### src/rtl/uart_tx_cfg.sv
// uart_tx_cfg -- UART transmitter fed from a FIFO. The frame format is fixed
// at elaboration time by the parameters.
//
// Frame on tx: start bit (0), DATA_BITS data bits LSB first, an optional
// parity bit, then STOP_BITS stop bits (1). Every bit is held for
// DIV = round(CLK_HZ / BAUD) sclk cycles. tx is driven from a flop.
//
// Ports
//   sclk          clock
//   reset         asynchronous reset, active low
//   enable        allows a new frame to start; the frame in flight always finishes
//   fifo_empty    source FIFO empty flag
//   fifo_rd_data  source FIFO read data, valid the cycle after fifo_rd_en
//   fifo_rd_en    single-cycle pop strobe, at most one per frame
//   tx            serial line, idles high
//   busy          high from FETCH through the last stop bit
//   tx_done       one-cycle pulse on the final cycle of the last stop bit
module uart_tx_cfg #(
  parameter int CLK_HZ    = 50_000_000,
  parameter int BAUD      = 115200,
  parameter int DATA_BITS = 8,
  parameter int PARITY    = 0,
  parameter int STOP_BITS = 1
) (
  input  logic                 sclk,
  input  logic                 reset,
  input  logic                 enable,
  input  logic                 fifo_empty,
  input  logic [DATA_BITS-1:0] fifo_rd_data,
  output logic                 fifo_rd_en,
  output logic                 tx,
  output logic                 busy,
  output logic                 tx_done
);

  localparam int DIV   = (CLK_HZ + BAUD / 2) / BAUD;
  localparam int CNT_W = (DIV < 2) ? 1 : $clog2(DIV);

  localparam logic [CNT_W-1:0] BAUD_LAST = CNT_W'(DIV - 1);
  localparam logic [CNT_W-1:0] CNT_ONE   = CNT_W'(1);
  localparam logic [3:0]       DATA_LAST = 4'(DATA_BITS - 1);
  localparam logic [3:0]       STOP_LAST = 4'(STOP_BITS - 1);
  localparam logic             PAR_ODD   = (PARITY == 1);

  // Refuse to build an unusable configuration
  if (DIV < 2) begin : g_bad_div
    $error("uart_tx_cfg: CLK_HZ/BAUD gives a divider below 2");
  end
  if (DATA_BITS < 5 || DATA_BITS > 9) begin : g_bad_data_bits
    $error("uart_tx_cfg: DATA_BITS must be 5..9");
  end
  if (PARITY < 0 || PARITY > 2) begin : g_bad_parity
    $error("uart_tx_cfg: PARITY must be 0, 1 or 2");
  end
  if (STOP_BITS != 1 && STOP_BITS != 2) begin : g_bad_stop_bits
    $error("uart_tx_cfg: STOP_BITS must be 1 or 2");
  end

  typedef enum logic [2:0] {
    IDLE,
    FETCH,
    START,
    DATA,
    PAR,
    STOP
  } state_t;

  state_t               state_q, state_d;
  logic [CNT_W-1:0]     baudCnt_q, baudCnt_d;
  logic [3:0]           bitCnt_q, bitCnt_d;
  logic [DATA_BITS-1:0] shiftReg_q, shiftReg_d;
  logic                 parBit_q, parBit_d;
  logic                 tx_q, tx_d;
  logic                 started_q;
  logic                 baudEnd;
  logic                 popOk;

  assign tx = tx_q;

  // State register. started_q keeps the first pop from being requested
  // before the first clock edge after reset has been released.
  always_ff @(posedge sclk or negedge reset) begin
    if (!reset) begin
      state_q    <= IDLE;
      baudCnt_q  <= '0;
      bitCnt_q   <= '0;
      shiftReg_q <= '0;
      parBit_q   <= 1'b0;
      tx_q       <= 1'b1;
      started_q  <= 1'b0;
    end else begin
      state_q    <= state_d;
      baudCnt_q  <= baudCnt_d;
      bitCnt_q   <= bitCnt_d;
      shiftReg_q <= shiftReg_d;
      parBit_q   <= parBit_d;
      tx_q       <= tx_d;
      started_q  <= 1'b1;
    end
  end

  // Next state and outputs. tx_d always carries the level of the bit that
  // starts on the next edge, so tx changes exactly on bit boundaries.
  always_comb begin
    state_d    = state_q;
    baudCnt_d  = baudCnt_q;
    bitCnt_d   = bitCnt_q;
    shiftReg_d = shiftReg_q;
    parBit_d   = parBit_q;
    tx_d       = tx_q;
    fifo_rd_en = 1'b0;
    tx_done    = 1'b0;
    busy       = (state_q != IDLE);
    baudEnd    = (baudCnt_q == BAUD_LAST);
    popOk      = started_q & enable & ~fifo_empty;

    case (state_q)
      IDLE: begin
        tx_d = 1'b1;
        if (popOk) begin
          fifo_rd_en = 1'b1;
          state_d    = FETCH;
        end
      end

      FETCH: begin
        shiftReg_d = fifo_rd_data;
        parBit_d   = (^fifo_rd_data) ^ PAR_ODD;
        baudCnt_d  = '0;
        bitCnt_d   = '0;
        tx_d       = 1'b0;
        state_d    = START;
      end

      START: begin
        if (baudEnd) begin
          baudCnt_d = '0;
          tx_d      = shiftReg_q[0];
          state_d   = DATA;
        end else begin
          baudCnt_d = baudCnt_q + CNT_ONE;
        end
      end

      // bit 0 of the shift register is always the bit currently on the line
      DATA: begin
        if (baudEnd) begin
          baudCnt_d  = '0;
          shiftReg_d = {1'b0, shiftReg_q[DATA_BITS-1:1]};
          if (bitCnt_q == DATA_LAST) begin
            bitCnt_d = '0;
            if (PARITY != 0) begin
              tx_d    = parBit_q;
              state_d = PAR;
            end else begin
              tx_d    = 1'b1;
              state_d = STOP;
            end
          end else begin
            bitCnt_d = bitCnt_q + 4'd1;
            tx_d     = shiftReg_q[1];
          end
        end else begin
          baudCnt_d = baudCnt_q + CNT_ONE;
        end
      end

      PAR: begin
        if (baudEnd) begin
          baudCnt_d = '0;
          bitCnt_d  = '0;
          tx_d      = 1'b1;
          state_d   = STOP;
        end else begin
          baudCnt_d = baudCnt_q + CNT_ONE;
        end
      end

      // The last cycle of the last stop bit is also the decision point for
      // an immediate follow-on frame.
      STOP: begin
        if (baudEnd) begin
          baudCnt_d = '0;
          if (bitCnt_q == STOP_LAST) begin
            bitCnt_d = '0;
            tx_done  = 1'b1;
            tx_d     = 1'b1;
            if (popOk) begin
              fifo_rd_en = 1'b1;
              state_d    = FETCH;
            end else begin
              state_d = IDLE;
            end
          end else begin
            bitCnt_d = bitCnt_q + 4'd1;
          end
        end else begin
          baudCnt_d = baudCnt_q + CNT_ONE;
        end
      end

      default: begin
        tx_d    = 1'b1;
        state_d = IDLE;
      end
    endcase
  end

endmodule

### config.mk
export PLATFORM = sky130hd
export DESIGN_NAME = uart_tx_cfg
export DESIGN_NICKNAME = d
export VERILOG_FILES = /design/src/rtl/uart_tx_cfg.sv
export SDC_FILE = /design/constraint.sdc
export NUM_CORES = 1
export LEC_CHECK = 0
export ABC_AREA = 1
export BUFFER_PORTS_ARGS = -buffer_cell sky130_fd_sc_hd__buf_2
export CORE_MARGIN = 5
export CORE_UTILIZATION = 50
export DETAILED_ROUTE_END_ITERATION = 10
export GPL_ROUTABILITY_DRIVEN = 0
export HOLD_SLACK_MARGIN = 0.1
export PLACE_DENSITY_LB_ADDON = 0.12
export SETUP_SLACK_MARGIN = 0.5
export SLEW_MARGIN = 20
export SYNTH_ARGS = -nofsm -noshare
export SYNTH_HDL_FRONTEND = slang
export SYNTH_SLANG_ARGS = --single-unit
### constraint.sdc
create_clock -name sclk -period 1.3 [get_ports sclk]
set_input_delay 0.065 -clock sclk [delete_from_list [all_inputs] [get_ports sclk]]
set_output_delay 0.065 -clock sclk [all_outputs]
set_load 0.005 [all_outputs]
==> results of run 1 <==
## metal layers
| metal | up-vias | track usage (%) | share of wire [%] |
|---|---|---|---|
| met3 | 30 | 2.55 | 6.0 |
| met5 | - | 0 | 0 |
| met1 | 986 | 25.2 | 35 |
| li1 | 873 | - | - |
| met2 | 111 | 40.0 | 55 |
| met4 | 0 | 6.85 | 3.9 |
## worst max-delay path, cell delays in order (launching register included)
cell and delay, ns:
dfrtp_1 0.39, buf_4 0.11, buf_4 0.10, buf_6 0.10
ha_4 0.14, nand2_4 0.06, nor2_4 0.13, nand4_1 0.15
nor2_1 0.21, nand2_1 0.10, nand3_1 0.10, nand2_1 0.06
## power breakdown
group | leakage (nW) | internal (W) | switching [W] | total, W
Clock | 0.0150 | 0.000121 | 0.000262 | 0.000383
Sequential | 0.332 | 0.00108 | 0.000216 | 0.00129
Combinational | 1.02 | 0.00182 | 0.00218 | 0.00400
## stage by stage
step / power, W / cell area (sq um) / cells / setup WS [ns] / hold slack (ns)
after floorplan: 0.00269 / 1630 / 218 / -0.0586 / -0.231
after global placement: 0.00339 / 2010 / 308 / -0.116 / 0.0953
after detailed placement: 0.00348 / 2010 / 308 / -0.178 / 0.0971
after CTS: 0.00426 / 2310 / 331 / -0.304 / 0.272
after global routing: 0.00603 / 2790 / 349 / -0.588 / 0.286
final: 0.00568 / 2790 / 349 / -0.453 / 0.253
## sequential cells by signal (all words and copies together) (netlist names)
| signal | cells |
|---|---|
| bitCnt_q | 4 |
| started_q | 1 |
| shiftReg_q | 8 |
| state_q | 3 |
| baudCnt_q | 9 |
| tx | 1 |
## cells in the mapped netlist, types with 2 or more instances
master,number
a21oi_1,6
buf_6,2
dfrtp_1,25
ha_1,6
inv_1,28
inv_2,2
nand2_1,63
nand2_2,2
nand3_1,9
nand3_2,2
nand4_1,4
nor2_1,24
o21ai_0,23
o21ai_1,3
o22ai_1,5
xor2_1,3
## area by class of cell
| cell class | instances | area [sq um] | area share (%) |
|---|---|---|---|
| Inverter | 30 | 123 | 4.40 |
| Sequential cell | 26 | 656 | 23.5 |
| Timing Repair Buffer | 86 | 732 | 26.3 |
| Multi-Input combinational cell | 159 | 1190 | 42.9 |
| Tap cell | 44 | 55.1 | 1.98 |
| Clock buffer | 4 | 26.3 | 0.943 |
## cell families (layout without fill, tap and decap cells)
kind of cell | count (synthesis) | after routing | share of synthesized area [%]
AOI/OAI and AO/OA | 42 | 42 | 14.9
xor gates and xnor gates | 4 | 4 | 2.21
adders and majority gates | 6 | 6 | 4.74
buffers and inverters | 33 | 120 | 8.85
DFF | 26 | 26 | 41.2
other | 1 | 1 | 0.237
and+or+nand+nor | 106 | 106 | 27.9
## worst paths after layout
path	start	to	slack, ns	cells past startpoint
min in group sclk	fifo_empty	state_q[1]$_DFFE_PN0P_	0.28	5
setup reg to reg	baudCnt_q[1]$_DFFE_PN0P_	baudCnt_q[8]$_DFFE_PN0P_	-0.45	11
hold / removal	reset	started_q$_DFF_PN0_	0.25	2
max in group asynchronous	reset	baudCnt_q[0]$_DFFE_PN0P_	0.62	2
hold reg to reg	tx$_DFFE_PN1P_	tx$_DFFE_PN1P_	0.48	2
setup / recovery	baudCnt_q[1]$_DFFE_PN0P_	baudCnt_q[8]$_DFFE_PN0P_	-0.45	11
## cells in the final DEF, fill, tap and decap left out, drive strengths merged
| cell type | instances |
|---|---|
| dfstp | 1 |
| inv | 30 |
| o21ai | 27 |
| nand3 | 11 |
| xor2 | 3 |
| nand4 | 4 |
| nor2 | 24 |
| buf | 76 |
| a21oi | 6 |
| dlygate4sd3 | 9 |
| nor3 | 1 |
| dfrtp | 25 |
| a21boi | 1 |
| nand3b | 1 |
| o22ai | 5 |
| conb | 1 |
| o21bai | 1 |
| clkbuf | 5 |
| xnor2 | 1 |
| o211ai | 1 |
| nand2 | 65 |
| ha | 6 |
| a31oi | 1 |
## what timing repair did
action | CTS | global route
buffers inserted | 10 | 17
pin swaps | 8 | 23
endpoints found under the hold margin | 33 | 0
setup endpoints to repair | 29 | 29
resized for setup | 36 | 89
hold buffers | 9 | 0
gates cloned | 0 | 1
==> out/summary.txt, run 1 <==
Failing checks: negative setup slack
Share of cells above drive strength 1: 53.8%
Syn Inst Count: 218
DRC violations left: 0
Crit path DAT: 2.00 ns
I/O pin cnt: 16
Syn avg cell area: 7.27 sq um
Top cells by area, synth: dfrtp_1, nand2_1, o21ai_0
Die W: 66.3 microns
Util after Layout: 91.3%
Worst Path Max Fanout: 3
Cts bufs inserted: 3
P per Cell Area: 2040 mW/mm^2
Seq cells post-synth: 26
Vias in the first global route: 1697
Area growth from synthesis to layout: 75.9%
Setup violators final: 28
Htree depth: 1
GR Util All Layers: 21.5%
Detailed router's first-iteration violation count: 247
RSZ-0062 raised after global routing: true
Via count: 2000
Status: complete, but fails checks
Final hold violations: 0
First-pass GRT wire length: 7290 microns
Clock transition at path regs: 0.15 ns
Ys Warns: 0
Setup WS post-layout: -0.453 ns
Final HPWL DP: 2800 microns
Clock latency on the worst-skew pair: 0.33 ns
Initial antenna violation count: 0
Clock Tree Buf Depth: 2
Setup TNS: -8.14 ns
IO Port Bufs: 15
Async SR Flop Fraction: 100%
Worst-Margin Slew: 0.614 ns
Core area: 0.00305 sq mm
F_max: 570 MHz
Largest net degree at the start of global routing: 27
Cell Area, Synth: 0.00158 sq mm
Drt first pass iters: 5
CTS tree: built
Maxcap violations: 0
Routed Antenna Nets: 0
Fillcell total: 132
Sequential share of the synthesized area: 41.2%
Worst hold path type: input pin to async pin
Die footprint: 0.00439 sq mm
Root Buffer: clkbuf_4
Post-synth top area share: 39.5%
Critical Path Start Type: register
Row count: 20
EDFF count, synth: 0
Max-slew headroom: 59.1%
Fin crit share: 135%
Worst IR drop on VDD: 1190 uV
Yosys cell types: 27
Routed wire length: 6300 microns
Total grt overflow: 0
Area leader, netlist: dfrtp_1
Critical path class: register to register
Die height: 66.3 microns
WP data required: 1.54 ns
Initial core utilization: 51.9%
Leakage power: 1.37 nW
Nets@finish: 324
Clock sinks: 26
Predominant post-synthesis flop cell: dfrtp_1
N_diodes: 0
Wirelength per Cell: 18.0 microns
Vias per cell: 5.73
Tmin final: 1.75 ns
Clock Skew: 0.00444 ns
Crit end category: register
Final slew viol count: 0
Syn_nets: 236
(Power assumes the default switching activity.)
==> run 2, diff against run 1 <==
--- a/config.mk
+++ b/config.mk
@@ -5,7 +5,6 @@
 export SDC_FILE = /design/constraint.sdc
 export NUM_CORES = 1
 export LEC_CHECK = 0
-export ABC_AREA = 1
 export BUFFER_PORTS_ARGS = -buffer_cell sky130_fd_sc_hd__buf_2
 export CORE_MARGIN = 5
 export CORE_UTILIZATION = 50
==> run 2 against run 1 <==
Against the previous run: the flow still finishes with violations (negative setup slack); first-iteration DRC count down 25%; worst hold slack got worse by 0.075 ns; clock power is 11% higher; count of clock-buffer cells in the layout unchanged; fmax fell by 9.0%; setup slack worse by 0.17 ns; cell count down 13%; design area increased by 0.36%; die area grew 1.8%; critical endpoint is now bitCnt_q[2]$_DFFE_PN0P_.
==> out/summary.txt, run 2 <==
Final HPWL DP: 2800 microns (about the same)
Die footprint: 0.00447 sq mm (was 0.00439 sq mm)
Via count: 1772 (was 2000)
Final slew viol count: 0 (unchanged)
Setup WS post-layout: -0.626 ns (was -0.453 ns)
Routed Antenna Nets: 0 (unchanged)
Detailed router's first-iteration violation count: 186 (was 247)
Post-synth top area share: 38.7% (was 39.5%)
Clock Tree Buf Depth: 2 (unchanged)
Post-Layout Cell Count: 304 (was 349)
Cells after DPL: 267 (was 308)
I/O pin cnt: 16 (unchanged)
Share of cells above drive strength 1: 59.2% (was 53.8%)
Commonest cells post-synth: dfrtp_1, nor2_1, o21ai_0 (was nand2_1, inv_1, dfrtp_1)
Clock sinks: 26 (unchanged)
Initial core utilization: 52.6% (was 51.9%)
Async SR Flop Fraction: 100% (unchanged)
Nets@finish: 279 (was 324)
Fin crit share: 148% (was 135%)
Cell with the most instances after synthesis: dfrtp_1 (was nand2_1)
Biggest regs: baudCnt_q (9), shiftReg_q (8), bitCnt_q (4) (unchanged)
Met1 Routed Length: 2510 microns (was 2240 microns)
Syn_nets: 191 (was 236)
IO Port Bufs: 15 (unchanged)
Htree depth: 1 (unchanged)
Yosys cell types: 50 (was 27)
WP data required: 1.57 ns (was 1.54 ns)
Worst reg2reg path depth: 6 (was 11)
Seq cells post-synth: 26 (unchanged)
Die height: 66.9 microns (was 66.3 microns)
Ys Warns: 0 (unchanged)
Syn Inst Count: 173 (was 218)
First-pass GRT wire length: 7510 microns (was 7290 microns)
Failing checks: negative setup slack (unchanged)
RSZ-0062 raised after global routing: true (unchanged)
Die W: 66.9 microns (was 66.3 microns)
Reg2reg end: bitCnt_q[2]$_DFFE_PN0P_ (was baudCnt_q[8]$_DFFE_PN0P_)
Total grt overflow: 0 (unchanged)
Tmin final: 1.93 ns (was 1.75 ns)
Clock Skew: 0.0149 ns (was 0.00444 ns)
Area leader, netlist: dfrtp_1 (unchanged)
Total Power: 0.00137 W (was 0.00568 W)
Cell area after placement: 0.00212 sq mm (was 0.00201 sq mm)
Commonest non-fill, non-tap cell in the layout: buf_4 (unchanged)
Reg2reg setup slack: -0.63 ns (was -0.45 ns)
P per Cell Area: 490 mW/mm^2 (was 2040 mW/mm^2)
Routed met3 length: 302 microns (was 378 microns)
Setup TNS: -12.37 ns (was -8.14 ns)
CTS tree: built (unchanged)
Clock latency on the worst-skew pair: 0.33 ns (about the same)
Commonest cells after routing, fill and taps aside: buf_4, dfrtp_1, buf_6 (was buf_4, nand2_1, dfrtp_1)
Final hold violations: 0 (unchanged)
Largest register FFs: 9 (unchanged)
Routed wire length: 6170 microns (was 6300 microns)
Critical path class: register to register (unchanged)
Top reg by flops: baudCnt_q (unchanged)
Maxcap violations: 0 (unchanged)
Crit path DAT: 2.20 ns (was 2.00 ns)
DRC violations left: 0 (unchanged)
Vias in the first global route: 1676 (was 1697)
Crit end category: register (unchanged)
EDFF count, synth: 0 (unchanged)
N_diodes: 0 (unchanged)
Leakage power: 1.25 nW (was 1.37 nW)
Worst Path Max Fanout: 5 (was 3)
Worst IR drop on VDD: 576 uV (was 1190 uV)
Syn avg cell area: 9.35 sq um (was 7.27 sq um)
Drt first pass iters: 4 (was 5)
Post-route cell area: 0.00280 sq mm (was 0.00279 sq mm)
Largest net degree at the start of global routing: 27 (unchanged)
Metal2 WL: 3130 microns (was 3440 microns)
Core area: 0.00308 sq mm (was 0.00305 sq mm)
Uppermost layer routed: met4 (unchanged)
Root Buffer: clkbuf_4 (unchanged)
Worst hold path type: input pin to async pin (unchanged)
Critical Path Start Type: register (unchanged)
Top cells by area, synth: dfrtp_1, o21ai_0, nor2_1 (was dfrtp_1, nand2_1, o21ai_0)
Area growth from synthesis to layout: 72.9% (was 75.9%)
GR Util All Layers: 22.1% (was 21.5%)
F_max: 519 MHz (was 570 MHz)
Vias per cell: 5.83 (was 5.73)
Setup violators final: 28 (unchanged)
Row count: 20 (unchanged)
Initial antenna violation count: 0 (unchanged)
Predominant post-synthesis flop cell: dfrtp_1 (unchanged)
Cts bufs inserted: 3 (unchanged)
Clock transition at path regs: 0.16 ns (was 0.15 ns)
Reg-to-reg startpoint: baudCnt_q[3]$_DFFE_PN0P_ (was baudCnt_q[1]$_DFFE_PN0P_)
Status: complete, but fails checks (unchanged)
Cell Area, Synth: 0.00162 sq mm (was 0.00158 sq mm)
Wirelength per Cell: 20.3 microns (was 18.0 microns)
Sequential share of the synthesized area: 40.3% (was 41.2%)
==> run 2: cell types whose count changed in the layout (fill, tap and decap cells not counted), moves of 7 or more <==
cell / before / now
nand2_1: 38 / 12
o21ai_0: 8 / 1
nand2_2: 11 / 1
mux2i_1: 0 / 8
inv_1: 18 / 3
a21oi_2: 2 / 9
nand2_4: 15 / 0
==> run 2: cell type report <==
class,instances,area (sq um)
well taps,44,55.1
multi-input cells,132,1230
flip-flops and latches,26,654
clock buffers,4,36.3
inverters,7,33.8
fillers,117,282
repair buffers,91,791
==> run 2: worst max-delay path by stage <==
stage	start	endpoint	slack (ns)
after floorplan	bitCnt_q[0]$_DFFE_PN0P_	state_q[0]$_DFFE_PN0P_	-0.40
after global placement	baudCnt_q[1]$_DFFE_PN0P_	state_q[0]$_DFFE_PN0P_	-0.38
after detailed placement	baudCnt_q[1]$_DFFE_PN0P_	state_q[0]$_DFFE_PN0P_	-0.49
after CTS	baudCnt_q[1]$_DFFE_PN0P_	fifo_rd_en	-0.53
after global routing	bitCnt_q[1]$_DFFE_PN0P_	tx$_DFFE_PN1P_	-0.64
final	baudCnt_q[3]$_DFFE_PN0P_	bitCnt_q[2]$_DFFE_PN0P_	-0.63
==> run 2: stage by stage <==
stage	worst slack, ns	util (%)	hold slack, ns
3_5_place_dp	-0.488	69.0	0.0999
4_1_cts	-0.529	80.0	0.249
5_1_grt	-0.644	90.9	0.219
2_1_floorplan	-0.403	-	-0.231
3_3_place_gp	-0.375	69.0	0.0915
6_report	-0.626	90.9	0.179
==> run 2: cell families after synthesis <==
kind of cell,after synthesis,synth area share [%]
simple gates,68,24.4
compound gates,47,18.4
flops,26,40.3
buf+inv,15,6.03
mux,8,4.95
fa+ha+maj,6,4.64
xor+xnor,2,1.08
other cells,1,0.232
==> run 2: what timing repair did <==
item	4_1_cts	5_1_grt
setup endpoints to repair	29	31
pin swaps	16	22
hold endpoints to repair	34	0
gates cloned	0	1
gates resized for setup	36	60
buffers inserted	11	12
hold buffers	9	0
==> run 2: metal layers <==
layer | vias to the layer above | global-route usage, %
met5 | - | 0
met4 | 0 | 9.11
met3 | 22 | 3.04
met2 | 88 | 39.4
met1 | 872 | 26.5
li1 | 790 | -
==> run 2: where the power goes <==
group	internal, W	switching, W
clock	0.000172	0.000256
sequential	0.000823	0.0000161
combinational	0.0000556	0.0000465
total	0.00105	0.000318
==> run 2: critical path, stage by stage (launching register included) <==
cell,delay [ns]
dfrtp_1,0.44
nand4bb_4,0.32
buf_6,0.18
nor4_4,0.32
a21oi_2,0.13
nor4b_2,0.34
a21o_1,0.13
